File: config.mk
export PLATFORM = sky130hd
export DESIGN_NAME = inertial_filter
export DESIGN_NICKNAME = d
export VERILOG_FILES = /design/src/rtl/delay_pkg.sv /design/src/rtl/inertial_filter_width_meter.sv /design/src/rtl/inertial_filter.sv
export SDC_FILE = /design/constraint.sdc
export NUM_CORES = 1
export LEC_CHECK = 0
export BUFFER_PORTS_ARGS = -buffer_cell sky130_fd_sc_hd__buf_2
export CAP_MARGIN = 5
export CORE_MARGIN = 4
export CORE_UTILIZATION = 50
export DETAILED_ROUTE_END_ITERATION = 12
export GPL_TIMING_DRIVEN = 0
export HOLD_SLACK_MARGIN = 0.08
export PLACE_DENSITY = 0.76
export SYNTH_ARGS = -nofsm -noshare
export SYNTH_HDL_FRONTEND = slang
export SYNTH_SLANG_ARGS = --single-unit
File: constraint.sdc
create_clock -name clk -period 2.07 [get_ports clk]
set_input_delay 0.1035 -clock clk [delete_from_list [all_inputs] [get_ports clk]]
set_output_delay 0.1035 -clock clk [all_outputs]
set_load 0.01 [all_outputs]
File: src/rtl/delay_pkg.sv
// Shared types and default sizing for the inertial filter and its width meter.
package delay_pkg;
   typedef enum logic {STABLE = 1'b0, PENDING = 1'b1} state_e;

   localparam int DELAY_DEF = 5;
   localparam int CW_DEF    = 8;
endpackage

File: src/rtl/inertial_filter_width_meter.sv
// Measures how long each filtered level lasted and presents it on a
// valid/ready holding register; a new measurement arriving while one is held is dropped.
module width_meter
   import delay_pkg::*;
#(
   parameter int CW = CW_DEF
) (
   input  logic          clk,
   input  logic          rst,
   input  logic          chg_i,
   input  logic          ready_i,
   output logic          valid_o,
   output logic [CW-1:0] width_o,
   output logic          overrun_o
);
   localparam logic [CW-1:0] SAT = '1;

   logic [CW-1:0] lvl_q, lvl_d;
   logic [CW-1:0] width_q, width_d;
   logic          vld_q, vld_d;
   logic          ovr_q, ovr_d;
   logic          accept;

   assign accept = vld_q & ready_i;

   always_comb begin
      lvl_d   = (lvl_q == SAT) ? lvl_q : lvl_q + 1'b1;
      width_d = width_q;
      vld_d   = vld_q & ~accept;
      ovr_d   = 1'b0;
      if (chg_i) begin
         lvl_d = {{(CW-1){1'b0}}, 1'b1};
         // an acceptance on the same edge frees the slot for the new value
         if (!vld_q || accept) begin
            width_d = lvl_q;
            vld_d   = 1'b1;
         end else begin
            ovr_d = 1'b1;
         end
      end
   end

   always_ff @(posedge clk or posedge rst) begin
      if (rst) begin
         lvl_q   <= '0;
         width_q <= '0;
         vld_q   <= 1'b0;
         ovr_q   <= 1'b0;
      end else begin
         lvl_q   <= lvl_d;
         width_q <= width_d;
         vld_q   <= vld_d;
         ovr_q   <= ovr_d;
      end
   end

   assign valid_o   = vld_q;
   assign width_o   = width_q;
   assign overrun_o = ovr_q;
endmodule

File: src/rtl/inertial_filter.sv
// Inertial (pulse-swallowing) level filter: dout follows din only after DELAY
// consecutive differing samples; abandoned changes pulse glitch.
module inertial_filter
   import delay_pkg::*;
#(
   parameter int DELAY = DELAY_DEF,
   parameter int CW    = CW_DEF
) (
   input  logic          clk,
   input  logic          rst,
   input  logic          din,
   output logic          dout,
   output logic          glitch,
   output logic          width_valid,
   output logic [CW-1:0] width,
   input  logic          width_ready,
   output logic          overrun
);
   localparam logic [7:0] DLY_M1 = 8'(DELAY - 1);

   state_e     state_q, state_d;
   logic [7:0] cnt_q, cnt_d;
   logic       dout_q, dout_d;
   logic       glitch_q, glitch_d;
   logic       chg;

   always_comb begin
      state_d  = state_q;
      cnt_d    = cnt_q;
      dout_d   = dout_q;
      glitch_d = 1'b0;
      case (state_q)
         STABLE: begin
            if (din != dout_q) begin
               if (DELAY == 1) begin
                  dout_d = din;
               end else begin
                  state_d = PENDING;
                  cnt_d   = 8'd1;
               end
            end
         end
         PENDING: begin
            if (din != dout_q) begin
               if (cnt_q == DLY_M1) begin
                  dout_d  = din;
                  state_d = STABLE;
                  cnt_d   = '0;
               end else begin
                  cnt_d = cnt_q + 8'd1;
               end
            end else begin
               state_d  = STABLE;
               cnt_d    = '0;
               glitch_d = 1'b1;
            end
         end
         default: begin
            state_d = STABLE;
            cnt_d   = '0;
         end
      endcase
   end

   always_ff @(posedge clk or posedge rst) begin
      if (rst) begin
         state_q  <= STABLE;
         cnt_q    <= '0;
         dout_q   <= 1'b0;
         glitch_q <= 1'b0;
      end else begin
         state_q  <= state_d;
         cnt_q    <= cnt_d;
         dout_q   <= dout_d;
         glitch_q <= glitch_d;
      end
   end

   assign chg = dout_d ^ dout_q;

   width_meter #(.CW(CW)) u_meter (
      .clk       (clk),
      .rst       (rst),
      .chg_i     (chg),
      .ready_i   (width_ready),
      .valid_o   (width_valid),
      .width_o   (width),
      .overrun_o (overrun)
   );

   assign dout   = dout_q;
   assign glitch = glitch_q;
endmodule

==> results of run 1 <==
logic make-up after synthesis:
group,Yosys count,synth area share
AND/OR/NAND/NOR,45,0.189
flip-flops,29,0.509
AO/OA/AOI/OAI,24,0.105
multiplexers,11,0.106
buffers and inverters,8,0.0333
XOR/XNOR,5,0.0307
adder cells (fa/ha/maj),3,0.0263
worst max-delay path, cell delays in order (launching register included):
cell and delay (ns):
sky130_fd_sc_hd__dfrtp_1 0.45, sky130_fd_sc_hd__inv_1 0.11, sky130_fd_sc_hd__ha_1 0.14, sky130_fd_sc_hd__nor3b_2 0.28
sky130_fd_sc_hd__nand4_4 0.19, sky130_fd_sc_hd__nor2b_4 0.17, sky130_fd_sc_hd__buf_12 0.14, sky130_fd_sc_hd__mux2_4 0.30
cell type report:
class                      instances  area [um2]
fill                             239        1120
sequential                        29         726
multi-input combinational         88         653
timing repair buffer              17        95.1
clock buffer                       6        41.3
tap                               31        38.8
buffer                             3        28.8
inverter                           5        18.8
clock inverter                     2        10.0
metrics by stage:
stage | std cells | util | power [uW]
CTS | 181 | 0.589 | 2150
global placement | 171 | 0.563 | 1770
detailed placement | 171 | 0.563 | 1820
global route | 181 | 0.589 | 2300
finish | 181 | 0.589 | 2130
floorplan | 125 | - | 1580
routing by layer:
metal  GRT usage  vias to the layer above  share of wire
li1            -                      494              -
met5           0                        -              0
met1       0.160                      489           0.43
met4      0.0909                        0          0.023
met2       0.281                       18           0.51
met3      0.0440                        8          0.042
cell usage after synthesis, drive strengths merged (2+ instances only):
| cell | n |
|---|---|
| xnor2 | 3 |
| a31oi | 6 |
| xor2 | 2 |
| nor2 | 9 |
| buf | 3 |
| dfrtp | 29 |
| and3 | 2 |
| o21ai | 6 |
| a41oi | 2 |
| nor3 | 4 |
| inv | 5 |
| a211oi | 2 |
| nand4 | 3 |
| a22o | 2 |
| nand3 | 7 |
| nand2b | 2 |
| mux2i | 2 |
| a21oi | 5 |
| mux2 | 9 |
| ha | 3 |
| nand2 | 12 |
state kept, by name (all words and copies together) (netlist names):
| signal | count |
|---|---|
| u_meter.overrun_o | 1 |
| u_meter.lvl_q | 8 |
| glitch | 1 |
| state_q | 1 |
| cnt_q | 8 |
| u_meter.valid_o | 1 |
| dout | 1 |
| u_meter.width_o | 8 |
cell usage in the layout (no fill, tap or decap), types with 5 or more instances in the layout:
| master | instances |
|---|---|
| sky130_fd_sc_hd__dfrtp_1 | 29 |
| sky130_fd_sc_hd__buf_2 | 16 |
| sky130_fd_sc_hd__nand2_1 | 12 |
| sky130_fd_sc_hd__nor2_1 | 9 |
| sky130_fd_sc_hd__mux2_4 | 8 |
| sky130_fd_sc_hd__nand3_1 | 7 |
| sky130_fd_sc_hd__a31oi_1 | 6 |
| sky130_fd_sc_hd__o21ai_0 | 6 |
| sky130_fd_sc_hd__inv_1 | 5 |
| sky130_fd_sc_hd__a21oi_1 | 5 |
| sky130_fd_sc_hd__clkbuf_4 | 5 |
power breakdown:
group / total (uW) / switching, uW / internal [uW]
Sequential: 1010 / 236 / 774
Combinational: 798 / 409 / 388
Clock: 320 / 191 / 129
worst max path at each step:
stage | start | end | slack, ns | depth (start not counted)
2_1_floorplan | cnt_q[0]$_DFFE_PP0P_ | u_meter.width_o[0]$_DFFE_PP0P_ | 0.34 | 7
3_3_place_gp | cnt_q[0]$_DFFE_PP0P_ | u_meter.width_o[4]$_DFFE_PP0P_ | 0.22 | 7
3_5_place_dp | cnt_q[0]$_DFFE_PP0P_ | u_meter.width_o[5]$_DFFE_PP0P_ | 0.19 | 7
4_1_cts | cnt_q[0]$_DFFE_PP0P_ | u_meter.width_o[5]$_DFFE_PP0P_ | 0.17 | 7
5_1_grt | cnt_q[0]$_DFFE_PP0P_ | u_meter.width_o[5]$_DFFE_PP0P_ | 0.05 | 7
6_report | cnt_q[0]$_DFFE_PP0P_ | u_meter.width_o[5]$_DFFE_PP0P_ | 0.18 | 7
repair_timing:
| action | CTS | global route |
|---|---|---|
| endpoints found under the setup margin | 0 | 0 |
| endpoints found under the hold margin | 30 | 0 |
| hold buffers | 2 | 0 |
==> impl_summary.txt, run 1 <==
----------------------------------------------------
[STA]
  Final worst path period need ... 1.89 ns
  Relative slew margins ... 0.307
  Worst Hold Slack ... 0.0901 ns
  Measured slew at the worst slew-check pin ... 1.04 ns
  RSZ-0062 raised after global routing ... no
  FMAX ... 0.528 GHz
  Post-route setup TNS ... 0 ns
  Max-slew violations ... 0
  Final number of hold-violating endpoints ... 0
  Final-report setup violation count ... 0
  Worst clock skew on the final layout ... 0.0113 ns
  Final period util ... 0.915
  Worst setup margin ... 0.176 ns

[Floorplan]
  Die W ... 61.4 um
  Core box area ... 2730 um2
  Number of top-level pins ... 16
  Area of the die ... 3770 um2
  Initial standard-cell utilization of the core ... 0.522
  Cell row count ... 19
  Die span in y ... 61.4 um

[Power]
  Cell Pwr Density ... 1320 nW/um2
  Max rail drop VDD ... 0.936 mV
  Leakage power of the design ... 0.000751 uW

[CTS]
  Total clock buffers created by CTS ... 5
  TritonCTS clock tree ... built
  Number of sinks driven by the clock tree ... 29
  PostCTS Resize Cnt ... 0
  Maximum buffer depth of the clock tree ... 2
  H-tree depth ... 2
  Clock slew at reported path FFs ... 0.09 ns
  Clk_lat worst skew ... 0.33 ns
  Postcts setup bufs ... 0
  Clock root buffer ... sky130_fd_sc_hd__clkbuf_4

[Worst hold path]
  Min-delay worst type ... in2reg
  Worst-case hold path end point ... u_meter.overrun_o$_DFF_PP0_
  Cells on Worst Hold Path ... 3
  Startpoint of the tightest hold check path ... width_ready

[Synthesis]
  Post-synthesis sequential element count ... 29
  Synthesis warning total ... 0
  Syn Std Cell Area ... 1430 um2
  Number of enable flip-flop cells after synthesis ... 0
  Sequential-to-total area share from yosys stat ... 0.509
  Distinct cells, synth ... 34
  Top FF cell, synth ... sky130_fd_sc_hd__dfrtp_1
  Largest area contributor in the netlist ... sky130_fd_sc_hd__dfrtp_1
  Share of the synthesized area in the top cell type ... 0.509
  Syn Area/Cell ... 11.4 um2
  Synth Net Count ... 132
  Async set-or-reset flop fraction in the synthesized netlist ... 1.00
  Cells after Synth ... 125
  Largest cells by area after synthesis ... sky130_fd_sc_hd__dfrtp_1, sky130_fd_sc_hd__mux2_4, sky130_fd_sc_hd__nand2_1

[Layout]
  Share of post-route cells with drive strength above 1 ... 0.260
  Antenna diode count ... 0
  Synthesis-to-finish area growth ... 13.0%
  Post-route cell area ... 1610 um2
  Layout Nets ... 156

[Run]
  Max cap viols ... 0

[Drt]
  Via density per instance ... 5.57
  Vias after detailed routing ... 1009
  Average wire per cell in the routed design ... 13.9 um
  TritonRoute pass-1 iters ... 4
  DRC violation total after the first TritonRoute iteration ... 10
  Count of antenna-violating nets left after detailed routing ... 0
  Remaining design rule violation count ... 0
  Final wirelength ... 2520 um

[Worst setup path]
  Number of cell instances on the worst register-to-register path ... 7
  Critical path data required time ... 2.29 ns
  Highest net fanout along the worst path ... 8
  Flop2flop setup slack ... 0.18 ns
  Worst flop-to-flop path endpoint ... u_meter.width_o[5]$_DFFE_PP0P_
  FF-to-FF Start ... cnt_q[0]$_DFFE_PP0P_
  Arrival time of the worst setup path ... 2.11 ns
  CP Capture Type ... flip-flop
  Class of the most critical setup path ... reg2reg
  Critical path startpoint category ... flip-flop

[Global routing]
  Total congestion overflow after global routing ... 0
  Maximum number of pins on one net before global-route repair ... 30
  Overall track demand over capacity in global routing ... 0.156
  Antenna violations before repair ... 0
  Via count of the first global-routing pass ... 998
  Global-route wire length before repair ... 4190 um

[Placed design]
  Post-placement setup slack ... 0.191 ns
  Area after DPL ... 1540 um2
  Final HPWL DP ... 1840 um
  Gpl congestion ... 0.815
  Count of buffers from port buffering ... 15

[Outcome]
  Result of the run ... complete, no violations

----------------------------------------------------
Note: power is estimated with default switching activity, not from simulation.
==> run 2, diff against run 1 <==
CELL_PAD_IN_SITES_DETAIL_PLACEMENT = 1   (was unset)
CELL_PAD_IN_SITES_GLOBAL_PLACEMENT = 2   (was unset)
CORE_UTILIZATION = 38   (was 50)
PLACE_DENSITY = 0.84   (was 0.76)
==> run 2 against run 1 <==
Compared with the run above: combinational power grew 4.5%; power up 20%; largest cell class unchanged; register-to-register slack lost 0.07 ns; critical path depth is the same; global-route usage shrank 1.5 points; routed wire length is 23% higher; highest routed layer unchanged; sequential power is essentially flat.
==> impl_summary.txt, run 2 (same netlist as run 1, synthesis figures left out) <==
----------------------------------------------------
[Floorplan]
  Number of top-level pins ... 16 (unchanged)
  Die span in y ... 69.3 um (+13%)
  Core box area ... 3470 um2 (+27%)
  Cell row count ... 21 (+2)
  Initial standard-cell utilization of the core ... 0.411 (-0.110)
  Area of the die ... 4800 um2 (+27%)
  Die W ... 69.3 um (+13%)

[Placed design]
  Number of cells in the design after placement ... 186 (+8.8%)
  Final HPWL DP ... 2190 um (+19%)
  Gpl congestion ... 0.741 (-9.0%)
  Count of buffers from port buffering ... 15 (unchanged)
  Area after DPL ... 1560 um2 (+1.2%)

[Power]
  Leakage power of the design ... 0.000794 uW (+5.8%)
  Part of the total power dissipated in the clock network ... 0.273 (+0.123)
  Cell Pwr Density ... 1470 nW/um2 (+11%)
  NetSw ... 897 uW (+7.2%)
  Sequential fraction of design power ... 0.400 (-0.075)
  Cell internal pwr ... 1660 uW (+28%)
  Comb power frac ... 0.327 (-0.048)
  Net switching share of the total power ... 0.351 (-0.0418)
  Max rail drop VDD ... 0.743 mV (-21%)

[CTS]
  Number of sinks driven by the clock tree ... 29 (unchanged)
  Clk_lat worst skew ... 0.28 ns (-0.05 ns)
  Maximum buffer depth of the clock tree ... 2 (unchanged)
  H-tree depth ... 2 (unchanged)
  Total clock buffers created by CTS ... 5 (unchanged)
  Postcts setup bufs ... 0 (unchanged)
  Clock slew at reported path FFs ... 0.06 ns (-0.03 ns)
  TritonCTS clock tree ... built
  Clock root buffer ... sky130_fd_sc_hd__clkbuf_8

[STA]
  Final worst path period need ... 1.97 ns (+0.0721 ns)
  Max-slew violations ... 0 (unchanged)
  Worst Hold Slack ... 0.104 ns (+0.0143 ns)
  Final period util ... 0.950 (+0.0348)
  Worst clock skew on the final layout ... 0.00689 ns (-0.00441 ns)
  Final number of hold-violating endpoints ... 0 (unchanged)
  RSZ-0062 raised after global routing ... no
  Final-report setup violation count ... 0 (unchanged)
  Measured slew at the worst slew-check pin ... 0.664 ns (-0.374 ns)
  FMAX ... 0.509 GHz (-3.7%)
  Relative slew margins ... 0.557 (+0.249)
  Post-route setup TNS ... 0 ns (unchanged)

[Worst hold path]
  Worst-case hold path end point ... dout$_DFF_PP0_
  Cells on Worst Hold Path ... 2 (-1)
  Min-delay worst type ... in2reg
  Startpoint of the tightest hold check path ... din

[Worst setup path]
  Class of the most critical setup path ... reg2reg
  Delay of the slowest cell on the worst path ... 0.45 ns (about the same)
  FF-to-FF Start ... cnt_q[0]$_DFFE_PP0P_
  Worst flop-to-flop path endpoint ... u_meter.width_o[2]$_DFFE_PP0P_
  Number of cell instances on the worst register-to-register path ... 7 (unchanged)
  Cells along the critical path ... inv_1 > ha_1 > nor3b_2 > nand4_4 > nor2b_4 > buf_12 > mux2_4
  Highest net fanout along the worst path ... 8 (unchanged)
  Cell with the largest stage delay on the worst path ... sky130_fd_sc_hd__dfrtp_2
  Worst path top cell family by delay ... simple AND/OR/NAND/NOR gates
  CP Capture Type ... flip-flop
  Arrival time of the worst setup path ... 2.13 ns (+0.02 ns)
  Sum of buffers and inverters on the critical path ... 2 (unchanged)
  Critical path startpoint category ... flip-flop
  Flop2flop setup slack ... 0.10 ns (-0.07 ns)
  Critical path data required time ... 2.23 ns (-0.06 ns)

[Drt]
  Via density per instance ... 5.30 (-5.0%)
  DRC violation total after the first TritonRoute iteration ... 41 (+31)
  Average wire per cell in the routed design ... 15.8 um (+14%)
  Final wirelength ... 3090 um (+23%)
  Count of antenna-violating nets left after detailed routing ... 0 (unchanged)
  Remaining design rule violation count ... 0 (unchanged)
  Vias after detailed routing ... 1038 (+2.9%)
  TritonRoute pass-1 iters ... 4 (unchanged)

[Layout]
  Synthesis-to-finish area growth ... 21.6%
  Area taken by flip-flops and latches ... 727 um2 (+0.17%)
  Share of post-route cells with drive strength above 1 ... 0.280 (+0.0200)
  Multi-input logic area ... 653 um2 (unchanged)
  Antenna diode count ... 0 (unchanged)
  Number of standard cells in the final layout excluding fillers ... 196 (+8.3%)
  Commonest non-fill, non-tap cell in the layout ... sky130_fd_sc_hd__dfrtp_1
  Filler cell count in the final layout ... 415 (+74%)
  Most used cells in the layout excluding fill and tap cells ... sky130_fd_sc_hd__dfrtp_1, sky130_fd_sc_hd__buf_2, sky130_fd_sc_hd__nand2_1
  Layout Nets ... 156 (unchanged)
  Post-route cell area ... 1730 um2 (+7.6%)

[Run]
  Max cap viols ... 0 (unchanged)

[Global routing]
  Antenna violations before repair ... 0 (unchanged)
  Via count of the first global-routing pass ... 1125 (+13%)
  Global-route wire length before repair ... 5380 um (+29%)
  Maximum number of pins on one net before global-route repair ... 30 (unchanged)
  Overall track demand over capacity in global routing ... 0.141 (-0.0145)
  Total congestion overflow after global routing ... 0 (unchanged)

[Outcome]
  Result of the run ... complete, no violations

----------------------------------------------------
==> run 2: power by group through the flow <==
stage	clock network [uW]	logic, uW	registers (uW)
floorplan	0	565	1010
finish	697	834	1020
CTS	709	838	1020
detailed placement	0	830	1030
global placement	0	790	1010
global route	743	929	1070
==> run 2: through the flow <==
stage	util	power (uW)	worst slack, ns
2_1_floorplan	-	1580	0.339
3_3_place_gp	0.449	1800	0.178
3_5_place_dp	0.449	1860	0.103
4_1_cts	0.488	2570	0.0551
5_1_grt	0.500	2740	0.00492
6_report	0.500	2550	0.104
==> run 2: timing repair <==
action,in CTS,in global routing
setup endpoints to repair,0,10
hold buffers,0,1
endpoints found under the hold margin,0,14
gates resized for setup,0,2
==> run 2: worst max-delay path by stage <==
| stage | endpoint | slack, ns | cells after the start | start |
|---|---|---|---|---|
| finish | u_meter.width_o[2]$_DFFE_PP0P_ | 0.10 | 7 | cnt_q[0]$_DFFE_PP0P_ |
| global route | u_meter.width_o[3]$_DFFE_PP0P_ | 0.005 | 7 | cnt_q[1]$_DFFE_PP0P_ |
| CTS | u_meter.width_o[0]$_DFFE_PP0P_ | 0.06 | 7 | cnt_q[0]$_DFFE_PP0P_ |
| detailed placement | u_meter.width_o[7]$_DFFE_PP0P_ | 0.10 | 7 | cnt_q[0]$_DFFE_PP0P_ |
| global placement | u_meter.width_o[4]$_DFFE_PP0P_ | 0.18 | 7 | cnt_q[0]$_DFFE_PP0P_ |
| floorplan | u_meter.width_o[0]$_DFFE_PP0P_ | 0.34 | 7 | cnt_q[0]$_DFFE_PP0P_ |
==> run 2: area by class of cell <==
type                    count  share of cell area
flip-flops and latches     29               0.419
repair buffers             17              0.0649
well taps                  46              0.0332
multi-input cells          88               0.377
clock buffers               5              0.0397
plain buffers               3              0.0180
inverters                   5              0.0108
clock inverters             3              0.0375
==> run 2: per-layer routing <==
metal | up-vias | global-route usage | share of wire
met3 | 8 | 0.0391 | 0.040
met4 | 0 | 0.0651 | 0.021
li1 | 496 | - | -
met1 | 516 | 0.153 | 0.42
met5 | - | 0 | 0
met2 | 18 | 0.253 | 0.52
==> run 3, diff against run 2 <==
CORE_UTILIZATION = 41   (was 38)
PLACE_DENSITY = 0.89   (was 0.84)
clock period = 2.3 ns   (was 2.07 ns; I/O delays follow)
==> run 3 against run 2 <==
Compared with the run above: maximum frequency grew 1.7%; clock power is 37% lower; critical path depth stayed put; combinational power fell by 9.6%; clock skew grew 0.0064 ns; sequential power shrank 10%; sequential share of layout area up 0.98 points; non-clock buffer count grew 1; power down 17%; core utilization grew 0.69 points; via count grew 2.2%; critical path type unchanged.
==> impl_summary.txt, run 3 (same netlist as run 1, synthesis figures left out) <==
----------------------------------------------------
[Outcome]
  Result of the run ... complete, no violations

[Drt]
  DRC violation total after the first TritonRoute iteration ... 29 (-29%)
  Average wire per cell in the routed design ... 15.9 um (+1.1%)
  Via density per instance ... 5.39 (+1.7%)
  TritonRoute pass-1 iters ... 4 (unchanged)
  Vias after detailed routing ... 1061 (+2.2%)
  Count of antenna-violating nets left after detailed routing ... 0 (unchanged)
  Final wirelength ... 3140 um (+1.6%)
  Remaining design rule violation count ... 0 (unchanged)

[STA]
  Final worst path period need ... 1.93 ns (-0.0334 ns)
  Final number of hold-violating endpoints ... 0 (unchanged)
  Measured slew at the worst slew-check pin ... 0.422 ns (-0.242 ns)
  Worst clock skew on the final layout ... 0.0133 ns (+0.00637 ns)
  FMAX ... 0.518 GHz (+1.7%)
  Final-report setup violation count ... 0 (unchanged)
  Relative slew margins ... 0.718 (+0.161)
  Final period util ... 0.840 (-0.109)
  Worst Hold Slack ... 0.122 ns (+0.0173 ns)
  RSZ-0062 raised after global routing ... no
  Post-route setup TNS ... 0 ns (unchanged)
  Max-slew violations ... 0 (unchanged)

[Worst hold path]
  Startpoint of the tightest hold check path ... width_ready
  Cells on Worst Hold Path ... 3 (+1)
  Min-delay worst type ... in2reg
  Worst-case hold path end point ... u_meter.valid_o$_DFF_PP0_

[Placed design]
  Count of buffers from port buffering ... 15 (unchanged)
  Gpl congestion ... 0.741 (-0.11%)
  Number of cells in the design after placement ... 186 (unchanged)
  Final HPWL DP ... 2210 um (+0.80%)

[Floorplan]
  Die W ... 67.0 um (-3.3%)
  Initial standard-cell utilization of the core ... 0.427 (+0.0162)
  Die span in y ... 67.0 um (-3.3%)
  Area of the die ... 4490 um2 (-6.5%)
  Cell row count ... 21 (unchanged)
  Core box area ... 3340 um2 (-3.8%)
  Number of top-level pins ... 16 (unchanged)

[CTS]
  Clock slew at reported path FFs ... 0.09 ns (+0.03 ns)
  TritonCTS clock tree ... built
  Postcts setup bufs ... 0 (unchanged)
  PostCTS Resize Cnt ... 0 (unchanged)
  Clock root buffer ... sky130_fd_sc_hd__clkbuf_4
  H-tree depth ... 2 (unchanged)
  Maximum buffer depth of the clock tree ... 2 (unchanged)
  Total clock buffers created by CTS ... 5 (unchanged)
  Number of sinks driven by the clock tree ... 29 (unchanged)
  Hold buffer count at CTS ... 1 (+1)
  Clk_lat worst skew ... 0.33 ns (+0.05 ns)

[Layout]
  Most used cells in the layout excluding fill and tap cells ... sky130_fd_sc_hd__dfrtp_1, sky130_fd_sc_hd__buf_2, sky130_fd_sc_hd__nand2_1
  Antenna diode count ... 0 (unchanged)
  Filler cell count in the final layout ... 389 (-6.3%)
  Number of standard cells in the final layout excluding fillers ... 197 (+0.51%)
  Layout Nets ... 157 (+0.64%)
  Commonest non-fill, non-tap cell in the layout ... sky130_fd_sc_hd__dfrtp_1
  Share of post-route cells with drive strength above 1 ... 0.265 (-0.0151)
  Synthesis-to-finish area growth ... 18.6%
  Final core utilization ... 0.507 (+0.00694)

[Worst setup path]
  CP Capture Type ... flip-flop
  Delay of the slowest cell on the worst path ... 0.47 ns (+0.02 ns)
  Critical path startpoint category ... flip-flop
  Cell with the largest stage delay on the worst path ... sky130_fd_sc_hd__dfrtp_1
  Number of cell instances on the worst register-to-register path ... 7 (unchanged)
  Cells along the critical path ... inv_1 > ha_1 > nor3b_2 > nand4_4 > nor2b_4 > buf_12 > mux2_4
  Arrival time of the worst setup path ... 2.14 ns (about the same)
  Worst flop-to-flop path endpoint ... u_meter.width_o[1]$_DFFE_PP0P_
  Highest net fanout along the worst path ... 8 (unchanged)
  FF-to-FF Start ... cnt_q[0]$_DFFE_PP0P_
  Class of the most critical setup path ... reg2reg
  Critical path data required time ... 2.50 ns (+0.27 ns)
  Flop2flop setup slack ... 0.37 ns (+0.26 ns)

[Power]
  Sequential fraction of design power ... 0.433 (+0.033)
  Net switching share of the total power ... 0.378 (+0.0266)
  Leakage power of the design ... 0.000777 uW (-2.2%)
  Comb power frac ... 0.357 (+0.030)
  NetSw ... 797 uW (-11%)
  Cell internal pwr ... 1310 uW (-21%)
  Tot Pwr ... 2110 uW (-17%)
  Cell Pwr Density ... 1250 nW/um2 (-15%)
  Part of the total power dissipated in the clock network ... 0.209 (-0.064)
  Max rail drop VDD ... 0.647 mV (-13%)

[Global routing]
  Overall track demand over capacity in global routing ... 0.168 (+0.0269)
  Maximum number of pins on one net before global-route repair ... 30 (unchanged)
  Global-route wire length before repair ... 5490 um (+2.0%)
  Total congestion overflow after global routing ... 0 (unchanged)
  Via count of the first global-routing pass ... 1138 (+1.2%)
  Antenna violations before repair ... 0 (unchanged)

[Run]
  Max cap viols ... 0 (unchanged)

----------------------------------------------------
[run 3: cell types whose count changed in the layout (fill, tap and decap cells not counted), sizes merged]
cell	previous run	this run
buf	18	19
clkbuf	6	7
bufinv	2	1
clkinv	1	0
dlygate4sd3	1	2
[run 3: layer usage]
layer,GRT usage,share of wire
met5,0,0
met4,0.0785,0.019
met3,0.0489,0.033
met2,0.293,0.54
met1,0.186,0.41
[run 3: worst max-delay path by stage]
stage                                           endpoint  cells after the start  slack, ns                  from
after CTS                           cnt_q[6]$_DFFE_PP0P_                      7       0.35  cnt_q[0]$_DFFE_PP0P_
after floorplan           u_meter.width_o[0]$_DFFE_PP0P_                      7       0.57  cnt_q[0]$_DFFE_PP0P_
final                     u_meter.width_o[1]$_DFFE_PP0P_                      7       0.37  cnt_q[0]$_DFFE_PP0P_
after detailed placement            cnt_q[6]$_DFFE_PP0P_                      7       0.37  cnt_q[0]$_DFFE_PP0P_
after global routing      u_meter.width_o[1]$_DFFE_PP0P_                      7       0.14  cnt_q[0]$_DFFE_PP0P_
after global placement    u_meter.width_o[4]$_DFFE_PP0P_                      7       0.42  cnt_q[0]$_DFFE_PP0P_
[run 3: critical path: cells and delay by family (launching register included)]
kind | cells | cell delay [ns]
multiplexers | 1 | 0.30
buffers and inverters | 2 | 0.25
flip-flops | 1 | 0.47
adder cells (fa/ha/maj) | 1 | 0.14
AND/OR/NAND/NOR | 3 | 0.64
[run 3: final cells by class]
| class | instances | area [um2] | share of cell area |
|---|---|---|---|
| Tap cell | 46 | 57.6 | 0.0340 |
| Inverter | 5 | 18.8 | 0.0111 |
| Sequential cell | 29 | 726 | 0.429 |
| Clock buffer | 7 | 55.1 | 0.0325 |
| Timing Repair Buffer | 18 | 123 | 0.0725 |
| Buffer | 3 | 28.8 | 0.0170 |
| Clock inverter | 1 | 30.0 | 0.0178 |
| Multi-Input combinational cell | 88 | 653 | 0.386 |
[run 3: power by group through the flow]
stage / Clock (uW) / Combinational (uW) / Sequential (uW)
final: 441 / 754 / 914
after global routing: 489 / 852 / 954
after CTS: 458 / 762 / 915
after detailed placement: 0 / 751 / 925
after global placement: 0 / 705 / 901
after floorplan: 0 / 509 / 909
[run 3: through the flow]
step	cell area [um2]	setup slack, ns
after floorplan	1430	0.569
after global placement	1560	0.419
after detailed placement	1560	0.373
after CTS	1650	0.353
after global routing	1690	0.142
final	1690	0.368
